==> src/rtl/sd_io_pkg.sv <==
`default_nettype none
`timescale 1ns/1ps
// +------------------------------------------------------------------+
// | Module   : sd_io_pkg                                             |
// | Purpose  : Shared FSM encodings and defaults for board I/O blocks |
// | Revision : 1.0 - initial release                                 |
// +------------------------------------------------------------------+
package sd_io_pkg;

    localparam int         STATE_W    = 2;
    localparam logic [1:0] ST_IDLE    = 2'd0;
    localparam logic [1:0] ST_ARM_PR  = 2'd1;
    localparam logic [1:0] ST_HELD    = 2'd2;
    localparam logic [1:0] ST_ARM_REL = 2'd3;

    localparam int c_DEBOUNCE_CYCLES_DEFAULT = 16;
    localparam int c_LONG_CYCLES_DEFAULT     = 64;

    // Counter width for a terminal count of n-1; never narrower than one bit.
    function automatic int cnt_width(input int n);
        return (n < 2) ? 1 : int'($clog2(n));
    endfunction

endpackage
`default_nettype wire

==> src/rtl/sync_2ff.sv <==
`default_nettype none
`timescale 1ns/1ps
// +------------------------------------------------------------------+
// | Module   : sync_2ff                                              |
// | Purpose  : Generic two-flop synchroniser, async active-low reset  |
// | Revision : 1.0 - initial release                                 |
// +------------------------------------------------------------------+
module sync_2ff #(
    parameter bit RESET_VAL = 1'b0
) (
    input  logic i_clk,
    input  logic i_rst_n,
    input  logic i_d,
    output logic o_q
);

    logic r_meta;
    logic r_sync;

    always_ff @(posedge i_clk or negedge i_rst_n) begin
        if (!i_rst_n) begin
            r_meta <= RESET_VAL;
            r_sync <= RESET_VAL;
        end else begin
            r_meta <= i_d;
            r_sync <= r_meta;
        end
    end

    assign o_q = r_sync;

endmodule
`default_nettype wire

==> src/rtl/button_debounce.sv <==
`default_nettype none
`timescale 1ns/1ps
// +------------------------------------------------------------------+
// | Module   : button_debounce                                       |
// | Purpose  : Synchronise/debounce a push button; level, press,      |
// |            release, long-press (BTN_LONG_PRESS_EN) and LED toggle |
// | Revision : 1.0 - initial release                                 |
// +------------------------------------------------------------------+
module button_debounce
    import sd_io_pkg::*;
#(
    parameter int DEBOUNCE_CYCLES = c_DEBOUNCE_CYCLES_DEFAULT,
    parameter int LONG_CYCLES     = c_LONG_CYCLES_DEFAULT,
    parameter bit ACTIVE_LOW      = 1'b1
) (
    input  logic i_clock,
    input  logic i_reset_n,
    input  logic i_button,
    output logic o_level,
    output logic o_press,
    output logic o_release,
    output logic o_long,
    output logic o_led
);

    localparam int                 c_CNT_W    = cnt_width(DEBOUNCE_CYCLES);
    localparam logic [c_CNT_W-1:0] c_CNT_LAST = c_CNT_W'(DEBOUNCE_CYCLES - 1);

    if (DEBOUNCE_CYCLES < 2 || LONG_CYCLES <= DEBOUNCE_CYCLES) begin : g_param_check
        $error("button_debounce: need DEBOUNCE_CYCLES >= 2 and LONG_CYCLES > DEBOUNCE_CYCLES");
    end

    logic               w_sync;
    logic               w_raw;
    logic [STATE_W-1:0] r_state;
    logic [STATE_W-1:0] w_state_nxt;
    logic [c_CNT_W-1:0] r_cnt;
    logic [c_CNT_W-1:0] w_cnt_nxt;
    logic               w_level_nxt;
    logic               w_press_nxt;
    logic               w_release_nxt;
    logic               w_led_nxt;
    logic               r_level;
    logic               r_press;
    logic               r_release;
    logic               r_led;

    // Flops idle at the pin's released level so reset release never looks like a press.
    sync_2ff #(
        .RESET_VAL (ACTIVE_LOW)
    ) u_sync (
        .i_clk   (i_clock),
        .i_rst_n (i_reset_n),
        .i_d     (i_button),
        .o_q     (w_sync)
    );

    assign w_raw = w_sync ^ ACTIVE_LOW;

    always_ff @(posedge i_clock or negedge i_reset_n) begin
        if (!i_reset_n) begin
            r_state <= ST_IDLE;
            r_cnt   <= '0;
        end else begin
            r_state <= w_state_nxt;
            r_cnt   <= w_cnt_nxt;
        end
    end

    always_comb begin
        w_state_nxt = r_state;
        w_cnt_nxt   = r_cnt;
        case (r_state)
            ST_IDLE: begin
                if (w_raw) begin
                    w_state_nxt = ST_ARM_PR;
                    w_cnt_nxt   = '0;
                end
            end
            ST_ARM_PR: begin
                if (!w_raw) begin
                    w_state_nxt = ST_IDLE;
                    w_cnt_nxt   = '0;
                end else if (r_cnt == c_CNT_LAST) begin
                    w_state_nxt = ST_HELD;
                    w_cnt_nxt   = '0;
                end else begin
                    w_cnt_nxt   = r_cnt + 1'b1;
                end
            end
            ST_HELD: begin
                if (!w_raw) begin
                    w_state_nxt = ST_ARM_REL;
                    w_cnt_nxt   = '0;
                end
            end
            ST_ARM_REL: begin
                if (w_raw) begin
                    w_state_nxt = ST_HELD;
                    w_cnt_nxt   = '0;
                end else if (r_cnt == c_CNT_LAST) begin
                    w_state_nxt = ST_IDLE;
                    w_cnt_nxt   = '0;
                end else begin
                    w_cnt_nxt   = r_cnt + 1'b1;
                end
            end
            default: begin
                w_state_nxt = ST_IDLE;
                w_cnt_nxt   = '0;
            end
        endcase
    end

    // Outputs are decoded from the transition so they land with the state change.
    always_comb begin
        w_press_nxt   = (r_state == ST_ARM_PR)  && (w_state_nxt == ST_HELD);
        w_release_nxt = (r_state == ST_ARM_REL) && (w_state_nxt == ST_IDLE);
        w_level_nxt   = (w_state_nxt == ST_HELD) || (w_state_nxt == ST_ARM_REL);
        w_led_nxt     = r_led ^ w_press_nxt;
    end

    always_ff @(posedge i_clock or negedge i_reset_n) begin
        if (!i_reset_n) begin
            r_level   <= 1'b0;
            r_press   <= 1'b0;
            r_release <= 1'b0;
            r_led     <= 1'b0;
        end else begin
            r_level   <= w_level_nxt;
            r_press   <= w_press_nxt;
            r_release <= w_release_nxt;
            r_led     <= w_led_nxt;
        end
    end

    assign o_level   = r_level;
    assign o_press   = r_press;
    assign o_release = r_release;
    assign o_led     = r_led;

`ifdef BTN_LONG_PRESS_EN
    localparam int                  c_LCNT_W    = cnt_width(LONG_CYCLES);
    localparam logic [c_LCNT_W-1:0] c_LCNT_LAST = c_LCNT_W'(LONG_CYCLES - 1);

    logic [c_LCNT_W-1:0] r_lcnt;
    logic                r_long_done;
    logic                r_long;

    // lcnt is frozen in ARM_REL so a release bounce does not restart the long timer.
    always_ff @(posedge i_clock or negedge i_reset_n) begin
        if (!i_reset_n) begin
            r_lcnt      <= '0;
            r_long_done <= 1'b0;
            r_long      <= 1'b0;
        end else if (r_state == ST_HELD) begin
            if (r_lcnt != c_LCNT_LAST) begin
                r_lcnt <= r_lcnt + 1'b1;
            end
            r_long <= (r_lcnt == c_LCNT_LAST) && !r_long_done;
            if (r_lcnt == c_LCNT_LAST) begin
                r_long_done <= 1'b1;
            end
        end else if (r_state == ST_ARM_REL) begin
            r_long <= 1'b0;
        end else begin
            r_lcnt      <= '0;
            r_long_done <= 1'b0;
            r_long      <= 1'b0;
        end
    end

    assign o_long = r_long;
`else
    assign o_long = 1'b0;
`endif

endmodule
`default_nettype wire

==> config.mk <==
export PLATFORM = sky130hd
export DESIGN_NAME = button_debounce
export DESIGN_NICKNAME = d
export VERILOG_FILES = /design/src/rtl/sd_io_pkg.sv /design/src/rtl/sync_2ff.sv /design/src/rtl/button_debounce.sv
export SDC_FILE = /design/constraint.sdc
export NUM_CORES = 1
export LEC_CHECK = 0
export CORE_MARGIN = 1.5
export CORE_UTILIZATION = 30
export DETAILED_ROUTE_END_ITERATION = 7
export PLACE_DENSITY = 0.48
export SLEW_MARGIN = 5
export SYNTH_ARGS = -nofsm -noshare
export SYNTH_HDL_FRONTEND = slang
export SYNTH_SLANG_ARGS = --single-unit
==> constraint.sdc <==
create_clock -name i_clock -period 1.75 [get_ports i_clock]
set_input_delay 0.175 -clock i_clock [delete_from_list [all_inputs] [get_ports i_clock]]
set_output_delay 0.175 -clock i_clock [all_outputs]
set_load 0.02 [all_outputs]
==> summary.txt <==
status = completed
Power Density = 835 nW/um^2
Hold/Removal Path Class = input port to async pin
Post-Route WL = 767 um
antenna violations before repair = 0
GRT overflow = 0
Total Routing Usage GR = 10.1%
Synth Warn # = 0
CP max-delay cell = clkdlybuf4s50_1
area fraction of the dominant cell type after synthesis = 48.5%
cell depth of the worst setup path = 1
non-filler cells, final = 65
pin count of the biggest net entering global routing = 12
R2R depth = 4
final worst-path cycle share = 87.4%
cts bufs inserted = 3
Vias = 332
crit path kind = flip-flop to output port
CTS tree = built
count leader, synth = dfrtp_1
worst-case clock buffer depth = 2
Crit. End Element = output port
Seq/Total Area, Yosys = 59.8%
max-slew violation count = 0
Setup-failing EPs final = 0
EDFF count, synth = 0
H-tree levels = 1
Max Freq = 654 MHz
CTS root buf = clkbuf_4
hold buffer count at cts = 0
Clock Sinks = 11
WP data required = 1.57 ns
reg2reg setup slack = 0.34 ns
Post-CTS Resized = 0
largest area contributor in the netlist = dfrtp_1
critical path startpoint category = flip-flop
Synth Flop Type = dfrtp_1
Die Height = 42.3 um
vias per cell = 5.11
reg2reg start = r_cnt[0]
Syn-to-layout area delta = 21.6%
Worst Clk Skew = 0.00281 ns
synth unique cells = 23
crit path cell chain = clkdlybuf4s50_1
syn avg cell area = 11.6 um^2
Final Hold Vio Count = 0
Layout Nets = 54
Final Wtd Congestion = 0.628
Setup Fix Bufs, Post-CTS = 0
Routed WL per cell = 11.8 um
final critical-path required period = 1.53 ns
synthesized area = 464 um^2
setup total negative slack = 0 ns
placed cells = 61
die width = 42.3 um
drt initial violations = 2
WP data arrival = 1.35 ns
area of the die = 1790 um^2
CP delay by family, top = buffers and inverters
most instantiated cells after synthesis = 9 x dfrtp_1, 5 x nand2_1, 3 x nand3_1
Max stage delay on crit path = 0.64 ns
Net Count, Synth = 44
site row count = 14
post-detailed-route DRC marker count = 0
crit path from = o_level
Synth Instances = 40
Starting Density = 31.5%
share of cells above drive strength 1 = 20.4%
WHS = 0.224 ns
flops & latches, synth = 11
FILL cells = 162
I/O pins = 8
RR Endpoint = o_led
worst-path fanout max = 5
post-detailed-route count of antenna-violating nets = 0
RSZ-0062 raised after global routing = no
Pleak = 0.262 nW
CP bufs+invs = 1
clk_lat worst skew = 0.27 ns
Initial DRT Pass Iterations = 2
asr flop ratio synth = 100%
core area = 1470 um^2
Reg clk slew, reported paths = 0.07 ns
first-pass GRT wire length = 1290 um
vias in the first global route = 325
port buffer count = 6
Post-DP HPWL = 599 um
# Max-Cap Violations = 0
main area contributors after synthesis = dfrtp_1 49%, dfstp_2 11%, nand2_1 4.0%
peak supply drop = 0.384 mV
ant diodes = 0
==> area by class of cell <==
class / count / area, um^2 / share of cell area (%)
Clock buffer: 3 / 22.5 / 3.99
Clock inverter: 1 / 5.00 / 0.887
Inverter: 1 / 3.75 / 0.665
Multi-Input combinational cell: 27 / 175 / 31.0
Sequential cell: 11 / 278 / 49.2
Tap cell: 16 / 20.0 / 3.55
Timing Repair Buffer: 6 / 60.1 / 10.6
==> layout by cell type (no fill, tap or decap), drive strengths merged, types with 2 or more instances in the layout <==
master,instances
clkdlybuf4s50,6
nand3,3
nor3,2
nand2,5
clkbuf,3
dfstp,2
a31o,2
dfrtp,9
xor2,2
==> state kept, by name, indices dropped and copies added, names as in the netlist <==
signal and cells:
o_led 1, u_sync.r_meta 1, o_level 1, r_cnt 4, u_sync.o_q 1, o_press 1
o_release 1, r_state 1
==> cell families after synthesis <==
kind of cell / count (synthesis) / share of synthesized area, %
xor gates and xnor gates: 3 / 7.28
adders and majority gates: 1 / 2.69
buffers and inverters: 2 / 2.43
AOI/OAI and AO/OA: 7 / 11.1
and+or+nand+nor: 15 / 15.9
other: 1 / 0.808
DFF: 11 / 59.8
==> power breakdown <==
| part | switching [mW] | total [mW] | internal [mW] |
|---|---|---|---|
| clock | 0.0856 | 0.170 | 0.0846 |
| sequential | 0.00888 | 0.272 | 0.263 |
| combinational | 0.0165 | 0.0284 | 0.0119 |
==> how the worst max path moves through the flow <==
stage | to | slack, ns
after floorplan | r_cnt[3] | 0.38
after global placement | r_cnt[3] | 0.38
after detailed placement | o_led | 0.33
after CTS | o_level | 0.20
after global routing | o_led | 0.11
final | o_level | 0.22
==> metal layers <==
| layer | global-route usage [%] | vias up | share of wire, % |
|---|---|---|---|
| met5 | 0 | - | 0 |
| met4 | 9.38 | 0 | 2.5 |
| met3 | 1.29 | 2 | 1.8 |
| met2 | 16.9 | 6 | 57 |
| met1 | 10.7 | 167 | 39 |
| li1 | - | 157 | - |
==> through the flow <==
| step | utilization (%) | power (mW) | setup WS (ns) | instance area [um^2] |
|---|---|---|---|---|
| after global placement | 36.5 | 0.304 | 0.382 | 537 |
| after CTS | 38.4 | 0.482 | 0.204 | 564 |
| after detailed placement | 36.5 | 0.306 | 0.332 | 537 |
| after floorplan | - | 0.293 | 0.381 | 464 |
| final | 38.4 | 0.471 | 0.221 | 564 |
| after global routing | 38.4 | 0.495 | 0.107 | 564 |
==> worst reg2reg max path, stage by stage (launching register included) <==
cell and delay [ns]:
dfrtp_1 0.42, ha_1 0.25, nand4_1 0.21, nor3_1 0.29, xor2_1 0.17
No activity file was read; power rests on OpenSTA's default activity.
